[src/rtl/adder_carry_seq.sv]
// Purpose: multi-cycle N-bit add/subtract, W bits per clock, carry held in a register between chunks.
// Latency: result and done_tick appear K=N/W cycles after the accepting edge; one op per K+2 cycles.
// Backpressure: start is taken only while ready=1; start while busy is dropped, never queued.
//
// Ports:
//   clk, reset_n        rising-edge clock, asynchronous active-low reset
//   start, sub, cin     request strobe, subtract select (a-b, cin ignored), add carry-in
//   a, b                N-bit operands, sampled on the accepting edge
//   ready, done_tick    idle indicator, one-cycle "result just updated" pulse (both Moore)
//   sum, cout, ovf      registered result, carry-out (1 = no borrow on subtract), signed overflow
//
// N must be an integer multiple of W.

module adder_carry_seq #(
  parameter int N = 16,
  parameter int W = 4
) (
  input  logic         clk,
  input  logic         reset_n,
  input  logic         start,
  input  logic         sub,
  input  logic         cin,
  input  logic [N-1:0] a,
  input  logic [N-1:0] b,
  output logic         ready,
  output logic         done_tick,
  output logic [N-1:0] sum,
  output logic         cout,
  output logic         ovf
);

  localparam int K  = N / W;
  localparam int CW = (K > 1) ? $clog2(K) : 1;
  localparam logic [CW-1:0] LAST_IDX = CW'(K - 1);

  typedef enum logic [1:0] {
    S_IDLE,
    S_OP,
    S_DONE
  } state_t;

  state_t state, state_nxt;

  logic [N-1:0]  a_reg;
  logic [N-1:0]  b_reg;
  logic [N-1:0]  s_reg;
  logic          c_reg;
  logic [CW-1:0] idx;

  logic [W-1:0]  a_chunk;
  logic [W-1:0]  b_chunk;
  logic [W-1:0]  s_chunk;
  logic          c_chunk;
  logic [N-1:0]  s_merged;
  logic          last_chunk;

  // One W-bit slice of the datapath. The sum is formed in W+1 bits so the
  // carry out of the chunk is kept intact for the next cycle.
  always_comb begin
    a_chunk  = a_reg[idx*W +: W];
    b_chunk  = b_reg[idx*W +: W];
    {c_chunk, s_chunk} = {1'b0, a_chunk} + {1'b0, b_chunk} + {{W{1'b0}}, c_reg};
    // Working result with the current chunk already in place, so the final
    // edge can load sum directly without waiting one more cycle.
    s_merged = s_reg;
    s_merged[idx*W +: W] = s_chunk;
    last_chunk = (idx == LAST_IDX);
  end

  // State register.
  always_ff @(posedge clk or negedge reset_n) begin
    if (!reset_n) begin
      state <= S_IDLE;
    end else begin
      state <= state_nxt;
    end
  end

  // Next-state logic.
  always_comb begin
    state_nxt = state;
    case (state)
      S_IDLE:  if (start) state_nxt = S_OP;
      S_OP:    if (last_chunk) state_nxt = S_DONE;
      S_DONE:  state_nxt = S_IDLE;
      default: state_nxt = S_IDLE;
    endcase
  end

  // Moore outputs: no combinational path from any input.
  assign ready     = (state == S_IDLE);
  assign done_tick = (state == S_DONE);

  // Datapath registers.
  always_ff @(posedge clk or negedge reset_n) begin
    if (!reset_n) begin
      a_reg <= '0;
      b_reg <= '0;
      s_reg <= '0;
      c_reg <= 1'b0;
      idx   <= '0;
      sum   <= '0;
      cout  <= 1'b0;
      ovf   <= 1'b0;
    end else begin
      case (state)
        S_IDLE: begin
          if (start) begin
            // Subtract is a + ~b + 1: invert b once here and seed the carry.
            a_reg <= a;
            b_reg <= sub ? ~b : b;
            c_reg <= sub ? 1'b1 : cin;
            idx   <= '0;
          end
        end
        S_OP: begin
          s_reg <= s_merged;
          c_reg <= c_chunk;
          if (last_chunk) begin
            sum  <= s_merged;
            cout <= c_chunk;
            // Overflow compares against the effective (possibly inverted) b.
            ovf  <= (a_reg[N-1] == b_reg[N-1]) && (s_chunk[W-1] != a_reg[N-1]);
          end else begin
            idx <= idx + CW'(1);
          end
        end
        default: ;
      endcase
    end
  end

endmodule

[config.mk]
export PLATFORM = sky130hd
export DESIGN_NAME = adder_carry_seq
export DESIGN_NICKNAME = d
export VERILOG_FILES = /design/src/rtl/adder_carry_seq.sv
export SDC_FILE = /design/constraint.sdc
export NUM_CORES = 1
export LEC_CHECK = 0
export ABC_AREA = 1
export BUFFER_PORTS_ARGS = -buffer_cell sky130_fd_sc_hd__buf_2
export CAP_MARGIN = 0
export CORE_ASPECT_RATIO = 1.4
export CORE_MARGIN = 4
export CORE_UTILIZATION = 45
export CTS_BUF_LIST = sky130_fd_sc_hd__clkbuf_2
export DETAILED_ROUTE_END_ITERATION = 6
export PLACE_DENSITY = 0.72
export SYNTH_ARGS = -nofsm -noshare
export SYNTH_HDL_FRONTEND = slang
export SYNTH_SLANG_ARGS = --single-unit
[constraint.sdc]
create_clock -name clk -period 3.47 [get_ports clk]
set_input_delay 0.347 -clock clk [delete_from_list [all_inputs] [get_ports clk]]
set_output_delay 0.347 -clock clk [all_outputs]
set_load 0.03 [all_outputs]
==> results of run 1 <==
==> worst max-delay path, cell delays in order, from the launching register on <==
cell and delay [ns]:
sky130_fd_sc_hd__dfrtp_1 0.59, sky130_fd_sc_hd__clkinv_1 0.38, sky130_fd_sc_hd__o21ai_0 0.19, sky130_fd_sc_hd__o22ai_1 0.13, sky130_fd_sc_hd__fa_1 0.42, sky130_fd_sc_hd__fa_1 0.42
sky130_fd_sc_hd__xnor2_1 0.18, sky130_fd_sc_hd__nor2_1 0.11, sky130_fd_sc_hd__nand2_1 0.06, sky130_fd_sc_hd__o21ai_0 0.21, sky130_fd_sc_hd__nand2_1 0.08, sky130_fd_sc_hd__nand2_1 0.07
==> through the flow <==
step | hold WS [ns] | cell area (um2) | total power, mW | instances
3_5_place_dp | 0.457 | 3830 | 3.36 | 560
5_1_grt | 0.00495 | 4000 | 4.16 | 583
3_3_place_gp | 0.457 | 3830 | 3.28 | 560
6_report | 0.0478 | 4000 | 3.79 | 583
4_1_cts | 0.0117 | 3940 | 3.81 | 577
2_1_floorplan | 0.0514 | 3530 | 2.85 | 423
==> final timing paths <==
kind,to,slack (ns),cells past startpoint
max,s_reg[6],0.59,11
min,a_reg[2],0.05,3
max reg2reg,s_reg[6],0.59,11
min reg2reg,a_reg[7],0.49,2
max in group asynchronous,a_reg[15],2.05,3
min in group asynchronous,s_reg[4],0.43,2
==> routing by layer <==
layer | GRT usage [%] | vias up | share of wire, %
li1 | - | 1465 | -
met1 | 22.1 | 1360 | 42
met2 | 30.7 | 83 | 51
met3 | 4.08 | 19 | 5.1
met4 | 7.09 | 0 | 2.3
met5 | 0 | - | 0
==> power by group through the flow <==
stage	clock network [mW]	logic [mW]	registers, mW
2_1_floorplan	0	1.38	1.48
3_3_place_gp	0	1.91	1.37
3_5_place_dp	0	1.98	1.38
4_1_cts	0.454	2.00	1.36
5_1_grt	0.490	2.27	1.40
6_report	0.447	1.99	1.35
==> logic make-up after synthesis <==
family	Yosys count
compound gates	70
flops	71
simple gates	204
buf+inv	50
fa+ha+maj	11
xor+xnor	17
==> placed cells by master (no fill, tap or decap) <==
cell                            count
sky130_fd_sc_hd__nand2_2            1
sky130_fd_sc_hd__o21ai_0           48
sky130_fd_sc_hd__buf_2             56
sky130_fd_sc_hd__clkinv_1           2
sky130_fd_sc_hd__nand4_1            3
sky130_fd_sc_hd__xnor2_1           17
sky130_fd_sc_hd__o32ai_1            2
sky130_fd_sc_hd__nor2_1            21
sky130_fd_sc_hd__inv_2              4
sky130_fd_sc_hd__dlygate4sd3_1      7
sky130_fd_sc_hd__bufinv_16          1
sky130_fd_sc_hd__nor2_2             1
sky130_fd_sc_hd__ha_1               9
sky130_fd_sc_hd__a21oi_1            1
sky130_fd_sc_hd__o21bai_1           1
sky130_fd_sc_hd__a31oi_1            1
sky130_fd_sc_hd__nor2_4             3
sky130_fd_sc_hd__fa_1               2
sky130_fd_sc_hd__buf_4              2
sky130_fd_sc_hd__dfrtp_1           71
sky130_fd_sc_hd__nand2_1          166
sky130_fd_sc_hd__nand3_1            8
sky130_fd_sc_hd__o22ai_1           15
sky130_fd_sc_hd__nor2_8             1
sky130_fd_sc_hd__inv_1             26
sky130_fd_sc_hd__clkbuf_2          11
sky130_fd_sc_hd__o21ai_1            1
sky130_fd_sc_hd__o31ai_1            1
sky130_fd_sc_hd__clkinv_2           4
==> area by class of cell <==
| cell class | instances | area share (%) |
|---|---|---|
| clock inverter | 5 | 1.22 |
| tap | 97 | 3.03 |
| timing repair buffer | 65 | 9.13 |
| clock buffer | 11 | 1.38 |
| sequential | 71 | 44.4 |
| multi-input combinational | 302 | 37.8 |
| inverter | 32 | 3.03 |
==> results.md, run 1 <==
- By area the synthesized netlist is led by sky130_fd_sc_hd__dfrtp_1 (50%), sky130_fd_sc_hd__nand2_1 (18%), sky130_fd_sc_hd__o21ai_0 (6.8%).
- Summing over every cut layer, the via total after detailed routing is around 2900.
- The floorplan die area is about 9300 um2.
- In this run the biggest area consumer among cell types represents roughly 50% of the synthesized area.
- The analysis attributes to cell leakage a power of between 2 and 2.5 nW.
- The die height is approximately 110 um.
- Net switching is roughly half of the power.
- Among all flip-flop cells after synthesis, the most frequent one is sky130_fd_sc_hd__dfrtp_1.
- Internal power comes to just under 2 mW.
- At the end of routability-driven placement, the weighted congestion stood at between 0.8 and 0.9.
- Among all cell types in the netlist, the one instantiated most often is sky130_fd_sc_hd__nand2_1.
- The count of maximum capacitance violations is 0.
- The detailed router finished its first iteration with 203 violations.
- The category of the most critical setup path is reg2reg.
- Combinational cells account for 52.4% of the total power.
- By count the netlist is led by sky130_fd_sc_hd__nand2_1 (166), sky130_fd_sc_hd__dfrtp_1 (71), sky130_fd_sc_hd__o21ai_0 (48).
- After synthesis, the netlist uses 29 different library cells.
- The final hold violation count came to 0.
- The worst pin sits at a relative slew slack of a little under half.
- Compared with the post-synthesis result, the final layout area differs by 13.4%.
- The flow ran to the end, and the final reports show no timing, DRC or antenna violations.
- For the worst setup path, the data required time is 3.91 ns.
- The cell type contributing the most total cell area after synthesis is sky130_fd_sc_hd__dfrtp_1.
- In the synthesized netlist, mux cells make up 0% of the area.
- Input and output buffers added on the ports amount to 56.
- Of the total synthesized cell area, the portion taken by AND, OR, NAND and NOR gates is a little under a quarter.
- The combined flip-flop and latch cell area is 1780 um2.
- The classification of the worst-slack hold path is in2reg.
- The final critical delay including setup and external delays is approximately 2.9 ns.
- The fraction of layout instances using a drive strength above 1 is between 15 and 20%.
- The synthesized netlist net count is 471.
- Timing analysis after detailed placement gives a worst setup slack of around 0.63 ns.
- The final clock period utilization by the worst path is 83.0%.
- After synthesis, the largest family of logic cells by area is simple AND/OR/NAND/NOR gates.
- The complex-gate fraction of the synthesized area is a little over a tenth.
- In this run the most critical hold path is launched from a[2].
- The synthesized netlist devotes 4.22% of its cell area to XOR and XNOR gates.
- The share of flip-flops with an asynchronous set or reset after synthesis is 100%.
- For this run, the detailed router's first-pass iteration total came to 4.
- For this run, design rule violations remaining after detail routing come to 0.
- The number of antenna violations at the first check in global routing is 0.
- The first element of the critical path is idx[1].
- The smallest setup slack after layout is ~0.59 ns.
- Setup repair after global routing left no endpoint under its margin.
- The maximum fanout encountered on the critical timing path is 12.
- The net switching power of the design is ~1.8 mW.
- The number of antenna repair diodes is 0.
- Global routing used between 10% and 20% of the available tracks.
- The pin count of the biggest net entering global routing is 50.
- Across the routed clock network, the largest skew measured is between 0.03 and 0.04 ns.
- The multi-input combinational cell area is 1510 um2.
- Dividing the detail-routed wire length by the instance count gives around 13 um.
- The cell row count is 37.
- Dividing total power by cell area gives a power density of ~950 nW/um2.
- The initial cell density of the core is 47.0%.
- The routed via count divided by cell count is ~5.
- Clock tree synthesis selected as its root buffer the cell sky130_fd_sc_hd__clkbuf_2.
- The number of buffers created by CTS is 9.
- The number of inserted filler cells in the final layout is 770.
- In this run the remaining antenna-violating nets after routing total 0.
- Post-CTS repair changed the size of 0 cells.
- The number of enable-type register cells in the synthesized netlist is 0.
- After technology mapping, the gate count stands at 423.
- In the final design database the tool counted ~530 nets.
- In this run the count of I/O pins placed on the die edge is 57.
- In this run, synthesis produced a sequential element count of slightly above 70.
- The tree built by TritonCTS fans out to 71 sinks.
- The pin slew with the least headroom to its limit is 0.789 ns.
- Based on the critical path, the design can be clocked at up to between 0.3 and 0.4 GHz.
- Post-CTS timing repair inserted 0 buffers for setup.
- The H-tree generated during clock tree synthesis spans 3 levels.
- The count of hold-fix buffers inserted at cts is 1.
- Once detailed placement completed, the half-perimeter wirelength came to roughly 5600 um.
- The share of power burned in registers is 35.8%.
- The worst vdd rail ir drop is between 0.4 and 0.5 mV.
- The via count of the first global-routing pass is roughly 3000.
- The final setup violation count is 0.
- The overflow left after global routing is 0.
- The die is just over 80 um wide.
- The category of the worst setup path launch point is a flip-flop.
- The total area inside the core boundary comes to around 7500 um2.
- The type of destination of the critical path is a flip-flop.
- The number of buffers on the longest clock path is 2.
- The post-synthesis area per instance is roughly 8.3 um2.
- After clock tree synthesis, the clock-pin slew on the worst setup and hold paths is between 0.15 and 0.2 ns.
- The launch point of the worst reg-to-reg path is idx[1].
- Measured on the finished design, the core utilization comes to between 50% and 60%.
- The cell area after synthesis is around 3500 um2.
- The total length of routed wires is just under 8000 um.
- TritonCTS built the clock tree.
- After routing, the total negative slack on setup checks comes to 0 ns.
- The count of warnings emitted by yosys is 0.
- Of the total power, the clock network draws 11.8%.
- The synthesized-area fraction occupied by adder cells is roughly 4.3%.
- The final-report max-slew violation count is 0.
- The first global-routing pass estimated about 14000 um of wire.
- The clock latency on the worst-skew pair is approximately 0.50 ns.
- The data arrival time of the critical path is between 3 and 4 ns.
- The part of the Yosys area used for sequential elements is around half.
Note: power is estimated with default switching activity, not from simulation.
==> run 2: changes to the inputs <==
==> constraint.sdc (replaced) <==
create_clock -name clk -period 2.8 [get_ports clk]
set_input_delay 0.28 -clock clk [delete_from_list [all_inputs] [get_ports clk]]
set_output_delay 0.28 -clock clk [all_outputs]
set_load 0.03 [all_outputs]
==> run 2 against run 1 <==
  * Combinational power grew 30%
  * Critical path depth shrank 2
  * Global-route usage grew 0.13 points
  * First-iteration DRC count shrank 14%
  * Worst setup slack lost 0.33 ns
  * Critical endpoint is now s_reg[9]
  * Largest cell class unchanged
  * Highest routed layer unchanged
==> results.md, run 2 (synthesis gave the netlist of run 1 again) <==
- The flow ran to the end, and the final reports show no timing, DRC or antenna violations.
- The worst relative slew slack is between 50% and 60%.
- The DRC violation count after routing is 0.
- During placement, the flow inserted port buffers numbering 56.
- Setup violations remaining at the end of the flow were counted as 0.
- The final hold violation count came to 0.
- Counting every sink on the clock net gives 71.
- The maximum fanout encountered on the critical timing path is 8.
- The area growth from synthesis to final layout is 19.2%.
- The fraction of layout instances using a drive strength above 1 is between 10% and 20%.
- At the end of routability-driven placement, the weighted congestion stood at roughly 0.88.
- In the final design database the tool counted around 550 nets.
- The number of detailed-routing iterations run before antenna repair is 5.
- The number of inserted filler cells in the final layout is ~730.
- The multi-input combinational cell area is around 1500 um2.
- With fillers left out, the area of the finished cells amounts to around 4200 um2.
- The width of the die is approximately 83 um.
- The clock tree root driver cell is sky130_fd_sc_hd__clkbuf_2.
- The via count of the first global-routing pass was 2958.
- Once detailed placement completed, the half-perimeter wirelength came to 5910 um.
- The tightest min-delay check is of the in2reg type.
- Using the TritonRoute via totals, the vias-per-cell ratio works out to 4.96.
- TritonCTS built the clock tree.
- Power spread over the standard cell area amounts to 1130 nW/um2.
- At the later pin of the worst-skew pair, clock insertion delay measures about 0.52 ns.
- The CTS clock-pin slew for the worst setup and hold paths is 0.18 ns.
- The number of antenna repair diodes is 0.
- The data required time of the worst path is roughly 3.3 ns.
- The pin slew with the least headroom to its limit is slightly below 0.7 ns.
- The die height is 113 um.
- The number of buffers on the longest clock path is 2.
- The floorplan die area is roughly 9300 um2.
- The via count is ~3000.
- For the final database, setup skew stands at ~0.025 ns.
- The combined flip-flop and latch cell area is roughly 1800 um2.
- The final-report max-slew violation count is 0.
- The global-route total usage across every layer is between 15 and 20%.
- The number of antenna violations at the first check in global routing is 0.
- The standard cell core area is 7500 um2.
- The worst vdd rail ir drop is 0.631 mV.
- The routed design has between 7000 and 8000 um of wire.
- The global-route wire length before repair is 13700 um.
- The count of nets left with antenna violations once routing finished came out at 0.
- The most common cell after layout, fill and taps aside is sky130_fd_sc_hd__nand2_1.
- The count of maximum capacitance violations is 0.
- The category of the most critical setup path is reg2reg.
- At the worst endpoint, the arrival time is approximately 3.0 ns.
- The floorplan has 37 rows.
- The type of destination of the critical path is a flip-flop.
- Dividing the detail-routed wire length by the instance count gives around 13 um.
- In the finished design, the share of the clock period the worst path needs comes to 90.7%.
- Power comes to between 4 and 5 mW.
- Counting the buffers created by CTS gives 9.
- The pin count of the biggest net entering global routing is 50.
- The post-detailed-placement cell area is slightly below 4000 um2.
- The overflow left after global routing is 0.
- Setup repair after global routing left no endpoint under its margin.
- The worst path needs 2.54 ns of the cycle, external delays included.
- For this design the top-level I/O count stands at between 50 and 60.
- The initial cell density of the core is ~47%.
- The static leakage is between 2 and 2.5 nW.
- The H-tree was split into 3 levels.
- The final setup TNS is 0 ns.
- STA classifies the critical path startpoint as a flip-flop.
- After layout, the worst setup slack is 0.259 ns.
- Leaving out fill and tap cells, the most frequent cells in the layout are sky130_fd_sc_hd__nand2_1 (166), sky130_fd_sc_hd__dfrtp_1 (70), sky130_fd_sc_hd__buf_2 (56).
- At the placement stage, the worst setup path has a slack of 0.174 ns.
- For this block, the initial DRC count from the detailed router was approximately 170.
- The top achievable clock speed is approximately 0.39 GHz.
-- run 2: worst max-delay path, cell delays in order, from the launching register on --
cell	delay, ns
sky130_fd_sc_hd__dfrtp_2	0.43
sky130_fd_sc_hd__inv_1	0.14
sky130_fd_sc_hd__o21ai_0	0.21
sky130_fd_sc_hd__o22ai_1	0.12
sky130_fd_sc_hd__fa_1	0.45
sky130_fd_sc_hd__fa_1	0.53
sky130_fd_sc_hd__inv_1	0.06
sky130_fd_sc_hd__o32ai_1	0.36
sky130_fd_sc_hd__nand2_1	0.09
sky130_fd_sc_hd__o21ai_0	0.09
-- run 2: per-stage QoR --
step,util [%],hold slack [ns],std cells
final,56.1,0.0404,607
after global routing,56.1,0.00422,607
after CTS,55.6,0.00468,603
after detailed placement,51.9,0.335,567
after global placement,51.9,0.328,567
after floorplan,-,-0.0156,423
-- run 2: power breakdown --
group          total (mW)  leakage [nW]  switching (mW)  internal (mW)
clock               0.460        0.0584           0.344          0.116
sequential           1.68         0.924           0.251           1.43
combinational        2.59          1.22            1.69          0.897
-- run 2: cell type report --
cell class / instances / share of cell area [%]
Sequential cell: 71 / 42.3
Multi-Input combinational cell: 302 / 35.9
Inverter: 32 / 2.89
Tap cell: 97 / 2.89
Clock buffer: 11 / 1.31
Clock inverter: 5 / 0.595
Timing Repair Buffer: 89 / 14.1
-- run 2: timing repair --
item | 4_1_cts | 5_1_grt
hold buffers | 20 | 1
buffers inserted | 0 | 3
hold endpoints to repair | 45 | 1
setup endpoints to repair | 0 | 8
gates resized for setup | 0 | 3
-- run 2: path summary, 6_finish.rpt --
path	start	to	slack, ns	depth (start not counted)
max	idx[0]	s_reg[9]	0.26	9
min	b[14]	b_reg[14]	0.04	3
max reg2reg	idx[0]	s_reg[9]	0.26	9
min reg2reg	a_reg[2]	a_reg[2]	0.49	2
max in group asynchronous	reset_n	idx[0]	1.85	3
min in group asynchronous	reset_n	sum[7]	0.28	2
-- run 2: routing by layer --
layer  GRT usage [%]  up-vias  wire length, um
li1                -     1507                -
met1            20.5     1408             3150
met2            32.9       78             4260
met3            3.79       15              394
met4            7.52        0              177
met5               0        -                0
